**config.mk**
```make
export PLATFORM = sky130hd
export DESIGN_NAME = fifo_ctrl_flat
export DESIGN_NICKNAME = d
export VERILOG_FILES = /design/src/rtl/fifo_pkg.sv /design/src/rtl/fifo_ctrl_if.sv /design/src/rtl/fifo_ctrl.sv /design/src/flat_wrapper.sv
export SDC_FILE = /design/constraint.sdc
export NUM_CORES = 1
export LEC_CHECK = 0
export ABC_CLOCK_PERIOD_IN_PS = 1700
export BUFFER_PORTS_ARGS = -buffer_cell sky130_fd_sc_hd__buf_2
export CAP_MARGIN = 20
export CORE_AREA = 2 2 39 41
export DETAILED_ROUTE_END_ITERATION = 8
export DIE_AREA = 0 0 41 43
export PLACE_DENSITY = 0.79
export SLEW_MARGIN = 10
export SYNTH_ARGS = -nofsm -noshare
export SYNTH_HDL_FRONTEND = slang
export SYNTH_SLANG_ARGS = --single-unit
```
**constraint.sdc**
```tcl
create_clock -name clk -period 1.7 [get_ports clk]
set_input_delay 0.34 -clock clk [delete_from_list [all_inputs] [get_ports clk]]
set_output_delay 0.34 -clock clk [all_outputs]
set_load 0.02 [all_outputs]
```
**src/rtl/fifo_pkg.sv**
```systemverilog
`default_nettype none
// ============================================================================
//  Module   : fifo_pkg
//  Purpose  : Shared types and helpers for the FIFO pointer/flag controller.
//             fifo_op_t encodes {push_ok, pop_ok} so a 2-bit concatenation
//             casts directly onto the operation decode.
//  Revision : 1.0  initial release
// ============================================================================
package fifo_pkg;

    typedef enum logic [1:0] {
        OP_NOP  = 2'b00,
        OP_POP  = 2'b01,
        OP_PUSH = 2'b10,
        OP_BOTH = 2'b11
    } fifo_op_t;

    // Number of entries addressed by an ADDR_WIDTH-bit pointer.
    function automatic int unsigned calc_depth(input int unsigned addr_width);
        return 32'd1 << addr_width;
    endfunction

endpackage
`default_nettype wire

```
**src/rtl/fifo_ctrl_if.sv**
```systemverilog
`default_nettype none
// ============================================================================
//  Module   : fifo_ctrl_if
//  Purpose  : Request/status bundle between a FIFO client and fifo_ctrl.
//  Signals  : wr, rd, clr_err           client -> controller
//             wr_en, w_addr, r_addr     controller -> register file
//             full, empty, almost_full, almost_empty, count,
//             overflow, underflow       controller -> client
//  Modports : master (client side), slave (controller side)
//  Revision : 1.0  initial release
// ============================================================================
interface fifo_ctrl_if #(
    parameter int ADDR_WIDTH = 2
);
    import fifo_pkg::*;

    logic                  wr;
    logic                  rd;
    logic                  clr_err;
    logic                  wr_en;
    logic [ADDR_WIDTH-1:0] w_addr;
    logic [ADDR_WIDTH-1:0] r_addr;
    logic                  full;
    logic                  empty;
    logic                  almost_full;
    logic                  almost_empty;
    logic [ADDR_WIDTH:0]   count;
    logic                  overflow;
    logic                  underflow;

    modport master (
        output wr, rd, clr_err,
        input  wr_en, w_addr, r_addr, full, empty, almost_full, almost_empty,
               count, overflow, underflow
    );

    modport slave (
        input  wr, rd, clr_err,
        output wr_en, w_addr, r_addr, full, empty, almost_full, almost_empty,
               count, overflow, underflow
    );

endinterface
`default_nettype wire

```
**src/rtl/fifo_ctrl.sv**
```systemverilog
`default_nettype none
// ============================================================================
//  Module   : fifo_ctrl
//  Purpose  : Pointer/flag controller for a register-file FIFO. Converts a
//             push/pop request stream into write strobe and head/tail
//             addresses, tracks occupancy and raises sticky error flags.
//             Holds no data.
//  Ports    : clk    rising-edge clock
//             rst_n  asynchronous active-low reset
//             bus    fifo_ctrl_if.slave (requests in, strobe/addr/flags out)
//  Revision : 1.0  initial release
// ============================================================================
module fifo_ctrl
    import fifo_pkg::*;
#(
    parameter int ADDR_WIDTH = 2,
    parameter int AF_LEVEL   = 2**ADDR_WIDTH - 1,
    parameter int AE_LEVEL   = 1
) (
    input  wire logic        clk,
    input  wire logic        rst_n,
    fifo_ctrl_if.slave       bus
);

    localparam int unsigned         c_depth     = calc_depth(ADDR_WIDTH);
    localparam logic [ADDR_WIDTH:0] c_depth_cnt = (ADDR_WIDTH+1)'(c_depth);
    localparam logic [ADDR_WIDTH:0] c_af_level  = (ADDR_WIDTH+1)'(AF_LEVEL);
    localparam logic [ADDR_WIDTH:0] c_ae_level  = (ADDR_WIDTH+1)'(AE_LEVEL);

    logic [ADDR_WIDTH-1:0] wr_ptr_q, wr_ptr_d;
    logic [ADDR_WIDTH-1:0] rd_ptr_q, rd_ptr_d;
    logic [ADDR_WIDTH:0]   count_q,  count_d;
    logic                  overflow_q,  overflow_d;
    logic                  underflow_q, underflow_d;

    logic     w_full;
    logic     w_empty;
    logic     w_push_ok;
    logic     w_pop_ok;
    fifo_op_t w_op;

    // Flags decode from registered count only, so they never glitch.
    assign w_full  = (count_q == c_depth_cnt);
    assign w_empty = (count_q == '0);

    // A push while full is still legal if a pop vacates the head slot on the
    // same edge; the write then lands on the slot being freed.
    assign w_push_ok = bus.wr & (~w_full | bus.rd);
    assign w_pop_ok  = bus.rd & ~w_empty;
    assign w_op      = fifo_op_t'({w_push_ok, w_pop_ok});

    always_comb begin
        wr_ptr_d = wr_ptr_q;
        rd_ptr_d = rd_ptr_q;
        count_d  = count_q;
        case (w_op)
            OP_PUSH: begin
                wr_ptr_d = wr_ptr_q + ADDR_WIDTH'(1);
                count_d  = count_q + (ADDR_WIDTH+1)'(1);
            end
            OP_POP: begin
                rd_ptr_d = rd_ptr_q + ADDR_WIDTH'(1);
                count_d  = count_q - (ADDR_WIDTH+1)'(1);
            end
            OP_BOTH: begin
                wr_ptr_d = wr_ptr_q + ADDR_WIDTH'(1);
                rd_ptr_d = rd_ptr_q + ADDR_WIDTH'(1);
            end
            default: ;
        endcase

        // New error events take priority over a coincident clear.
        overflow_d  = (bus.wr & w_full & ~bus.rd) | (overflow_q  & ~bus.clr_err);
        underflow_d = (bus.rd & w_empty)          | (underflow_q & ~bus.clr_err);
    end

    always_ff @(posedge clk or negedge rst_n) begin
        if (!rst_n) begin
            wr_ptr_q    <= '0;
            rd_ptr_q    <= '0;
            count_q     <= '0;
            overflow_q  <= 1'b0;
            underflow_q <= 1'b0;
        end else begin
            wr_ptr_q    <= wr_ptr_d;
            rd_ptr_q    <= rd_ptr_d;
            count_q     <= count_d;
            overflow_q  <= overflow_d;
            underflow_q <= underflow_d;
        end
    end

    assign bus.wr_en        = w_push_ok;
    assign bus.w_addr       = wr_ptr_q;
    assign bus.r_addr       = rd_ptr_q;
    assign bus.full         = w_full;
    assign bus.empty        = w_empty;
    assign bus.almost_full  = (count_q >= c_af_level);
    assign bus.almost_empty = (count_q <= c_ae_level);
    assign bus.count        = count_q;
    assign bus.overflow     = overflow_q;
    assign bus.underflow    = underflow_q;

endmodule
`default_nettype wire

```
**src/flat_wrapper.sv**
```systemverilog
// flat-port wrapper written by rule: the top's interface ports become plain ports
module fifo_ctrl_flat import fifo_pkg::*;
#(
    parameter int ADDR_WIDTH = 2,
    parameter int AF_LEVEL   = 2**ADDR_WIDTH - 1,
    parameter int AE_LEVEL   = 1
)
  (clk, rst_n, bus_wr, bus_rd, bus_clr_err, bus_wr_en, bus_w_addr, bus_r_addr, bus_full, bus_empty, bus_almost_full, bus_almost_empty, bus_count, bus_overflow, bus_underflow);
  fifo_ctrl_if #(.ADDR_WIDTH(ADDR_WIDTH)) bus_i ();
  input  wire logic clk;
  input  wire logic rst_n;
  input wire logic [$bits(bus_i.wr)-1:0] bus_wr;
  input wire logic [$bits(bus_i.rd)-1:0] bus_rd;
  input wire logic [$bits(bus_i.clr_err)-1:0] bus_clr_err;
  output wire logic [$bits(bus_i.wr_en)-1:0] bus_wr_en;
  output wire logic [$bits(bus_i.w_addr)-1:0] bus_w_addr;
  output wire logic [$bits(bus_i.r_addr)-1:0] bus_r_addr;
  output wire logic [$bits(bus_i.full)-1:0] bus_full;
  output wire logic [$bits(bus_i.empty)-1:0] bus_empty;
  output wire logic [$bits(bus_i.almost_full)-1:0] bus_almost_full;
  output wire logic [$bits(bus_i.almost_empty)-1:0] bus_almost_empty;
  output wire logic [$bits(bus_i.count)-1:0] bus_count;
  output wire logic [$bits(bus_i.overflow)-1:0] bus_overflow;
  output wire logic [$bits(bus_i.underflow)-1:0] bus_underflow;
  assign bus_i.wr = bus_wr;
  assign bus_i.rd = bus_rd;
  assign bus_i.clr_err = bus_clr_err;
  assign bus_wr_en = bus_i.wr_en;
  assign bus_w_addr = bus_i.w_addr;
  assign bus_r_addr = bus_i.r_addr;
  assign bus_full = bus_i.full;
  assign bus_empty = bus_i.empty;
  assign bus_almost_full = bus_i.almost_full;
  assign bus_almost_empty = bus_i.almost_empty;
  assign bus_count = bus_i.count;
  assign bus_overflow = bus_i.overflow;
  assign bus_underflow = bus_i.underflow;
  fifo_ctrl #(.ADDR_WIDTH(ADDR_WIDTH), .AF_LEVEL(AF_LEVEL), .AE_LEVEL(AE_LEVEL)) u_core (.clk(clk), .rst_n(rst_n), .bus(bus_i));
endmodule
```
Yosys cells after proc, flatten, opt, wreduce, memory -nomap -nowiden
Index checks and enable logic that the tools add are counted.
Widths: inputs -> output; s select.
{ "totals": {"regBits": 9, "latch_bits": 0, "ramBits": 0, "romBits": 0, "inputBits": 5, "output_inout_bits": 14, "word_cells": 34, "n_memories": 0} }
{ "op_classes": {"add_sub_neg": 4, "mul": 0, "n_div": 0, "n_lt_le_gt_ge": 2, "eq_ne": 4, "shift": 0, "mux": 1, "bitwise_logic": 14, "reduce_logical": 4} }
{ "ops": {"columns": ["op", "count"], "rows": [
  ["$and 1x1->1", 7],
  ["$pmux 3 s2", 1],
  ["$add 2x1->2 const B", 2],
  ["$eq 2x2->1 const B", 2],
  ["$not 1->1", 4],
  ["$reduce_or 2->1", 2],
  ["$add 3x1->3 const B", 1],
  ["$eq 3x3->1 const B", 1],
  ["$ge 3x2->1 const B", 1],
  ["$le 3x1->1 const B", 1],
  ["$logic_not 3->1", 1],
  ["$or 1x1->1", 3],
  ["$sub 3x1->3 const B", 1],
  ["$eq 2x1->1 const B", 1],
  ["$reduce_bool 2->1", 1]
]} }

Longest topological paths before layout
Gate-level depths: netlist (run 1).
{ "logic_depth": {"depth_word": 6, "depth_mapped": 8, "mapped_depth_nobuf": 8} }

Worst setup path after synthesis (run 1)
OpenSTA, ideal clock, no wires.
{ "synth_timing": {"kind": "flip-flop to flip-flop", "start": "register u_core.count_q[0], in the netlist u_core.bus.count[0]", "end": "register u_core.count_q[2], in the netlist u_core.bus.count[2]", "setup_ns": 0.127, "arrival_time_ns": 1.777, "required_time_ns": 1.573, "path_slack_ns": -0.204, "stages_incl_launch_ff": 9, "path_buffers": 0, "synth_period_minus_slack_ns": 1.904, "cell_sequence": "dfrtp_1 > inv_1 > ha_1 > and2b_2 > nor2b_1 > ha_1 > nor2_1 > a31oi_1 > o22ai_1"} }
{ "synth_lines": {"columns": ["element", "line_no", "source"], "rows": [
  ["start, declared", "fifo_ctrl.sv:32", "logic [ADDR_WIDTH:0] count_q, count_d;"],
  ["start signal, assigned", "fifo_ctrl.sv:87", "count_q <= count_d;"],
  ["$logic_not 3->1 *", "fifo_ctrl.sv:44", "assign w_empty = (count_q == '0);"],
  ["named net bus_empty", "flat_wrapper.sv:19", "output wire logic [$bits(bus_i.empty)-1:0] bus_empty;"],
  ["$not 1->1 *", "fifo_ctrl.sv:49", "assign w_pop_ok = bus.rd & ~w_empty;"],
  ["$and 1x1->1 *", "fifo_ctrl.sv:49", null],
  ["$eq 2x1->1 or $eq 2x2->1 (tied branches)", "fifo_ctrl.sv:56", "case (w_op)"],
  ["$pmux 3 s2 or $reduce_bool 2->1 (tied branches)", null, null]
]} }
Mark *: on every way through the listed nets, which the timed path passes. The rest lies on a longest branch.
A chain may end at the register's enable or synchronous reset.

Final worst setup path (run 1)
{ "layout_timing": {"start": "register u_core.count_q[0], in the netlist u_core.bus.count[0]", "end": "output port bus_almost_full"} }
{ "layout_via": {"elab_chain_len": 1} }
{ "layout_rtl": {"columns": ["element", "line_no", "source"], "rows": [
  ["$ge 3x2->1", "fifo_ctrl.sv:98", "assign bus.almost_full = (count_q >= c_af_level);"],
  ["end, declared", "flat_wrapper.sv:20", "output wire logic [$bits(bus_i.almost_full)-1:0] bus_almost_full;"]
]} }
Every way passes these cells.

==> impl_metrics.ini, run 1 <==
[worst_setup_path]
cp-end-kind = output pin
r2r-start = u_core.bus.count[1]
cp_max_fo = 2
critical_path_arrival_ns = 1.41
cp-startpoint = u_core.bus.count[0]
crit_type = flip-flop to output pin
startpoint_type = flip-flop
crit_required_ns = 1.36

[cts]
clock_latency_ns = 0.26
clock-root-buffer = clkbuf_4
cts.path.max_buffers = 2
path_clk_slew_ns = 0.07
cts_buffers = 3
htreeDepth = 1
cts_tree = done
cts_sinks = 9

[yosys]
yosys.area_share.xor_xnor_pct = 10.3
synth_area_leaders = dfrtp_1 (44%), ha_1 (17%), xnor2_1 (10%)
ys_types = 16
synthMuxAreaShare_pct = 0
synth_top_area_cell = dfrtp_1
synthCells = 51
synth_top_family_by_area = adder cells
ys.warnings.count = 0
yosysSeqAreaShare_pct = 44.3
synth_compound_area_share_pct = 9.61
yosys.area_share.simple_pct = 12.6
synth_top_area_share_pct = 44.3
synth.avg_cell_area_um2 = 9.96
synthesis.nets = 63
synth.ff_latch_count = 9
synthAdderAreaFrac_pct = 17.2
syn_area_um2 = 508

[detailed_routing]
antenna_left = 0
routed_wl_mm = 1.11
drc = 0
first_pass_iters = 2
drt_iter0_drc = 3
via_count = 428
routed_via_density = 4.46
avgRoutedWirePerCell_um = 11.6

[finish]
nets = 93
final_layout_size_suffix_gt1_share_pct = 55.0
area_growth_pct = 55.7
seq_area_um2 = 228
antenna_cells = 0
fill_cells = 119
multiInputGateArea_um2 = 329

[floorplanning]
start_util_pct = 36.7
die_h_um = 43
die_x_um = 41
std_cell_rows = 14
die_area_um2 = 1760
coreArea_um2 = 1380
pin_count = 19

[power_and_ir_drop]
power.leakage_nw = 0.379
power_density_nw_per_um2 = 2110
clock_power_share_pct = 10.2
max-vdd-ir-drop_uv = 872
swShare_pct = 45.8
power_w = 0.00167
netSwitchingPower_w = 0.000765
combPwrFrac_pct = 64.6
seqPwrFrac_pct = 25.2
intPower_w = 0.000906

[timing]
grt_setup_unrepaired = true
drv_slew = 0
setup_viol = 2
fin_crit_sh_pct = 103
timing.fmax_ghz = 0.570
hold_viol = 0
tightest_slew_ns = 0.198
final.setup.worst_slack_ns = -0.0532
finClkSkew_ns = 0.00677
fin_crit_ns = 1.75
hold_slack_ns = 0.270
max_slew_margin_pct = 86.7
tns_ns = -0.0813

[placement]
port_buffers = 18
hpwl_um = 762
gp_congestion = 0.795

[grt]
grt_overflow_total = 0
grt_usage_pct = 15.5
grt_pass1_vias = 441
grt_max_degree = 10
grt_pass1_wl_mm = 1.84
antenna_found_initial = 0

[worst_hold_path]
hold_path.class = input pin to flip-flop
min_from = bus_clr_err

[run_status]
violations = setup timing
status = complete, but fails checks

[job]
drv_cap = 0
-- final timing paths --
| kind | depth (start not counted) | slack (ns) | endpoint |
|---|---|---|---|
| worst max register to register | 8 | 0.12 | u_core.bus.r_addr[1] |
| worst min-delay path | 2 | 0.27 | u_core.bus.overflow |
| worst max-delay path | 6 | -0.05 | bus_almost_full |
| min in group asynchronous | 2 | 0.46 | u_core.bus.w_addr[0] |
| max in group asynchronous | 2 | 1.04 | u_core.bus.count[0] |
| worst min register to register | 1 | 0.47 | u_core.bus.r_addr[1] |
-- Yosys cell counts, drive strengths merged --
library cell  number
a21oi              2
a31oi              1
o21ai              4
and2               1
o22ai              2
ha                 7
xnor2              6
nand3              1
nand2              3
nor2b              1
nand3b             1
inv                8
dfrtp              9
and2b              1
nor2               4
-- cell type report --
type	count	area share, %
sequential	9	28.8
clock buffer	3	2.85
timing repair buffer	25	19.5
clock inverter	1	0.633
inverter	8	4.11
multi-input combinational	34	41.6
tap	16	2.53
-- critical path: stages, from the launching register on --
cell and delay, ns:
dfrtp_2 0.42, buf_6 0.13, ha_4 0.15, ha_4 0.15, nor2_2 0.07, o21ai_1 0.08, buf_4 0.16
-- power by group through the flow --
stage	clock network (W)	logic, W	registers (W)
after floorplan	0	0.000472	0.000540
after global placement	0	0.000847	0.000408
after detailed placement	0	0.000870	0.000412
after CTS	0.000174	0.00102	0.000422
after global routing	0.000189	0.00120	0.000440
final	0.000170	0.00108	0.000422
-- per-layer routing --
metal	vias to the layer above	track usage, %	wire [um]
met2	12	24.7	575
li1	222	-	-
met1	194	18.6	473
met5	-	0	0
met3	0	4.71	60
met4	0	6.00	0
-- stage by stage --
stage	worst slack, ns	util, %	cell area [um2]	cells
after detailed placement	0.0630	47.0	651	87
after global placement	0.0984	47.0	651	87
after floorplan	0.0142	-	526	51
final	-0.0532	57.1	791	96
after global routing	-0.0926	57.1	791	96
after CTS	-0.0426	55.3	766	95
-- what timing repair did --
action	in CTS	in global routing
hold buffers	1	0
pin swaps	4	2
setup buffers	3	1
gates cloned	0	0
resized for setup	13	3
setup endpoints to repair	2	6
endpoints found under the hold margin	9	0
-- cells in the final DEF, fill, tap and decap left out, types with 3 or more instances in the layout --
| cell | Yosys | final |
|---|---|---|
| inv_1 | 8 | 5 |
| xnor2_1 | 6 | 6 |
| buf_4 | 0 | 7 |
| clkbuf_4 | 0 | 3 |
| buf_2 | 0 | 16 |
| ha_4 | 0 | 5 |
| nor2_1 | 4 | 3 |
| dfrtp_1 | 9 | 7 |
| o21ai_0 | 4 | 3 |
-- registers in the layout (all words and copies together), names as in the netlist --
signal,count
u_core.bus.w_addr,2
u_core.bus.count,3
u_core.bus.underflow,1
u_core.bus.overflow,1
u_core.bus.r_addr,2
-- cell families (layout without fill, tap and decap cells) --
group                      after synthesis  in the layout
AOI/OAI and AO/OA                        9              9
adders and majority gates                7              7
and+or+nand+nor                         12             12
DFF                                      9              9
buffers and inverters                    8             37
xor gates and xnor gates                 6              6
Note: power is estimated with default switching activity, not from simulation.
==> run 2: changes to the inputs <==
MAX_ROUTING_LAYER = met4   (was unset)
==> run 2 against run 1 <==
The run still ends with setup timing left. Sequential power is essentially flat. Register-to-register slack is essentially flat. Hold slack is essentially flat. Setup slack is essentially flat. Clock skew grew 0.00069 ns. Fmax is essentially flat. Final cell count is the same. Global-route usage grew 0.38 points. Die area is the same. Combinational power is essentially flat. Clock-buffer cell count is the same. Largest cell class unchanged.
==> impl_metrics.ini, run 2 (synthesized netlist as in run 1, its figures left out) <==
[grt]
top_usage_layer = met2
grtUsageMet3_pct = 4.71
grt_overflow_total = 0
grt_pass1_wl_mm = 1.84
grt_pass1_vias = 440
grt_usage_pct = 15.9
gr-usage-met1_pct = 18.6
grt_max_degree = 10
antenna_found_initial = 0
use_met2_pct = 24.7

[finish]
fill_cells = 119
final_layout_size_suffix_gt1_share_pct = 55.0
area_growth_pct = 55.7
final_common_cell = buf_2
antenna_cells = 0
final_cell_mix = buf_2 (16), buf_4 (7), dfrtp_1 (7)
largest_reg_flops = 3
utilization_pct = 57.1
nets = 93

[power_and_ir_drop]
max-vdd-ir-drop_uv = 872
power.leakage_nw = 0.379
power_density_nw_per_um2 = 2110
power_w = 0.00167

[worst_setup_path]
crit_type = flip-flop to output pin
cp-end-kind = output pin
r2r-start = u_core.bus.count[1]
cp-startpoint = u_core.bus.count[0]
crit_slowest_cell = dfrtp_2
crit_chain = buf_6, ha_4, ha_4, nor2_2, o21ai_1, buf_4
path_delay_family = flip-flops
crit_top_cell = ha_4
startpoint_type = flip-flop
crit_buf_inv = 2
crit_required_ns = 1.36
cp_max_fo = 2
slowest_delay_ns = 0.42
critical_path_arrival_ns = 1.41

[timing]
tightest_slew_ns = 0.198
drv_slew = 0
setup_viol = 2
max_slew_margin_pct = 86.7
grt_setup_unrepaired = true
fin_crit_sh_pct = 103
final.setup.worst_slack_ns = -0.0527
finClkSkew_ns = 0.00746
hold_viol = 0
hold_slack_ns = 0.270
fin_crit_ns = 1.75
timing.fmax_ghz = 0.571

[cts]
path_clk_slew_ns = 0.07
htreeDepth = 1
cts.path.max_buffers = 2
cts_buffers = 3
cts_tree = done
clock-root-buffer = clkbuf_4
clock_latency_ns = 0.26
cts_sinks = 9

[detailed_routing]
drc = 0
routed_wl_mm = 1.10
via_count = 430
drt_iter0_drc = 0
avgRoutedWirePerCell_um = 11.5
routed_via_density = 4.48
antenna_left = 0
first_pass_iters = 1

[floorplanning]
std_cell_rows = 14
coreArea_um2 = 1380
die_x_um = 41
start_util_pct = 36.7
pin_count = 19
die_h_um = 43
die_area_um2 = 1760

[worst_hold_path]
hold_path.class = input pin to flip-flop
min_from = bus_clr_err

[placement]
hpwl_um = 762
gp_congestion = 0.806
port_buffers = 18

[run_status]
status = complete, but fails checks
violations = setup timing

[job]
drv_cap = 0
[run 2: cell counts in the layout (fill, tap and decap cells not counted)]
Identical to the previous run, type by type.
[run 2: through the flow]
step	TNS, ns	std cells	setup slack (ns)	cell area (um2)
after global placement	0	87	0.0984	651
after detailed placement	0	87	0.0630	651
after global routing	-0.251	96	-0.0926	791
after floorplan	0	51	0.0142	526
final	-0.0794	96	-0.0527	791
after CTS	-0.0678	95	-0.0426	766
[run 2: area by class of cell]
cell class | count | area [um2] | area share [%]
Clock buffer | 3 | 22.5 | 2.85
Inverter | 8 | 32.5 | 4.11
Tap cell | 16 | 20.0 | 2.53
Multi-Input combinational cell | 34 | 329 | 41.6
Timing Repair Buffer | 25 | 154 | 19.5
Clock inverter | 1 | 5.00 | 0.633
Sequential cell | 9 | 228 | 28.8
[run 2: power breakdown]
part           internal, W  switching (W)
clock network    0.0000869      0.0000829
registers         0.000324      0.0000976
logic             0.000495       0.000584
total             0.000905       0.000764
[run 2: worst paths after layout]
check | to | slack [ns] | cells after the start
worst max-delay path | bus_almost_full | -0.05 | 6
worst min-delay path | u_core.bus.overflow | 0.27 | 2
worst max register to register | u_core.bus.r_addr[1] | 0.12 | 8
worst min register to register | u_core.bus.r_addr[1] | 0.47 | 1
max in group asynchronous | u_core.bus.count[0] | 1.04 | 2
min in group asynchronous | u_core.bus.w_addr[0] | 0.46 | 2
[run 2: repair_timing]
item,4_1_cts,5_1_grt
endpoints found under the setup margin,2,6
pin swaps,4,2
endpoints found under the hold margin,9,0
hold buffers,1,0
buffers inserted,3,1
gates resized for setup,13,3
[run 2: layer usage]
metal  share of wire [%]  up-vias  wire, um
met2                  52       12       577
met1                  42      194       461
met4                0.73        0         8
met5                   0        -         0
met3                 5.0        2        55
li1                    -      222         -
==> run 3: changes to the inputs <==
ABC_CLOCK_PERIOD_IN_PS = unset   (was 1700)
CTS_BUF_LIST = sky130_fd_sc_hd__clkbuf_8 sky130_fd_sc_hd__clkbuf_16   (was unset)
==> run 3 against run 2 <==
Non-clock buffer count increased by 1. Global-route usage decreased by 2.0 points. Critical path type unchanged. Fmax is 1.3% higher. Core utilization increased by 1.9 points. Sequential share of layout area shrank 0.93 points. Die area did not move. Critical endpoint unchanged. The flow still finishes with violations (setup timing). Largest cell class unchanged.
==> impl_metrics.ini, run 3 (synthesized netlist as in run 1, its figures left out) <==
[run_status]
status = complete, but fails checks
violations = setup timing

[cts]
cts_sinks = 9
clock_latency_ns = 0.23
clock-root-buffer = clkbuf_8
htreeDepth = 1
path_clk_slew_ns = 0.05
cts.path.max_buffers = 2
cts_buffers = 3
cts_tree = done

[placement]
gp_congestion = 0.806
hpwl_um = 762
place_inst = 87
port_buffers = 18
pre_cts_slack_ns = 0.0630

[power_and_ir_drop]
power_w = 0.00176
power.leakage_nw = 0.392
power_density_nw_per_um2 = 2150
max-vdd-ir-drop_uv = 913

[detailed_routing]
routed_wl_mm = 1.10
first_pass_iters = 4
routed_via_density = 4.47
drt_iter0_drc = 2
via_count = 434
avgRoutedWirePerCell_um = 11.3
drc = 0
antenna_left = 0

[timing]
max_slew_margin_pct = 86.7
setup_viol = 1
drv_slew = 0
fin_crit_ns = 1.73
finClkSkew_ns = 0.00255
hold_viol = 0
grt_setup_unrepaired = true
tightest_slew_ns = 0.198
final.setup.worst_slack_ns = -0.0310
timing.fmax_ghz = 0.578
fin_crit_sh_pct = 102

[finish]
final_cell_mix = buf_2 (16), buf_4 (8), dfrtp_1 (7)
layout.cells.non_filler = 97
antenna_cells = 0
final_common_cell = buf_2
final_layout_size_suffix_gt1_share_pct = 55.6
nets = 94
utilization_pct = 59.0
area_growth_pct = 60.8
largest_reg_flops = 3

[floorplanning]
die_h_um = 43
std_cell_rows = 14
pin_count = 19
start_util_pct = 36.7
die_area_um2 = 1760
die_x_um = 41
coreArea_um2 = 1380

[grt]
grt_pass1_vias = 412
grt_max_degree = 10
antenna_found_initial = 0
grt_overflow_total = 0
grt_usage_pct = 13.9
grt_pass1_wl_mm = 1.61

[worst_setup_path]
cp_max_fo = 2
slowest_delay_ns = 0.41
cp-end-kind = output pin
crit_slowest_cell = dfrtp_2
crit_top_cell = ha_4
crit_type = flip-flop to output pin
crit_required_ns = 1.36
critical_path_arrival_ns = 1.39
crit_chain = buf_6, ha_4, ha_4, nor2_2, o21ai_1, buf_4
startpoint_type = flip-flop

[worst_hold_path]
hold_path.class = input pin to flip-flop

[job]
drv_cap = 0
[run 3: cell count changes in the layout (fill, tap and decap cells not counted)]
cell and change:
clkbuf_4 -3, buf_4 +1, clkbuf_8 +3
[run 3: final cells by class]
class	instances	area, um2
clock inverter	1	5.00
timing repair buffer	26	161
fill	110	567
tap	16	20.0
clock buffer	3	41.3
inverter	8	32.5
multi-input combinational	34	329
sequential	9	228
[run 3: worst paths after layout]
path	startpoint	endpoint	slack [ns]	cells after the start
max	u_core.bus.count[0]	bus_almost_full	-0.03	6
min	bus_clr_err	u_core.bus.overflow	0.30	2
max reg2reg	u_core.bus.count[1]	u_core.bus.r_addr[1]	0.13	8
min reg2reg	u_core.bus.r_addr[1]	u_core.bus.r_addr[1]	0.47	1
max in group asynchronous	rst_n	u_core.bus.count[0]	1.01	2
min in group asynchronous	rst_n	u_core.bus.w_addr[0]	0.49	2
[run 3: power breakdown]
| part | internal [W] | leakage, nW | switching, W |
|---|---|---|---|
| clock | 0.000161 | 0.0255 | 0.0000933 |
| sequential | 0.000325 | 0.108 | 0.0000964 |
| combinational | 0.000503 | 0.258 | 0.000581 |
| total | 0.000988 | 0.392 | 0.000771 |
[run 3: worst max-delay path, delay by kind of cell (launching register included)]
kind	cells	cell delay, ns
AO/OA/AOI/OAI	1	0.08
buffers and inverters	2	0.29
flip-flops	1	0.41
adder cells (fa/ha/maj)	2	0.30
AND/OR/NAND/NOR	1	0.08
[run 3: routing by layer]
layer | GRT usage (%) | routed length (um) | vias to the layer above
li1 | - | - | 223
met1 | 15.6 | 479 | 197
met2 | 21.6 | 549 | 12
met3 | 4.71 | 58 | 2
met4 | 6.00 | 8 | 0
met5 | - | 0 | -
[run 3: repair_timing]
action                                 4_1_cts  5_1_grt
pin swaps                                    2        2
setup endpoints to repair                    2        8
buffers inserted                             2        3
gates resized for setup                      6       10
hold buffers                                 1        0
endpoints found under the hold margin        9        0
[run 3: metrics by stage]
| stage | hold WS, ns | area (um2) | TNS [ns] |
|---|---|---|---|
| after detailed placement | 0.203 | 651 | 0 |
| after global routing | 0.314 | 817 | -0.130 |
| final | 0.304 | 817 | -0.0310 |
| after CTS | 0.303 | 743 | -0.0505 |
| after global placement | 0.198 | 651 | 0 |
| after floorplan | 0.0444 | 526 | 0 |
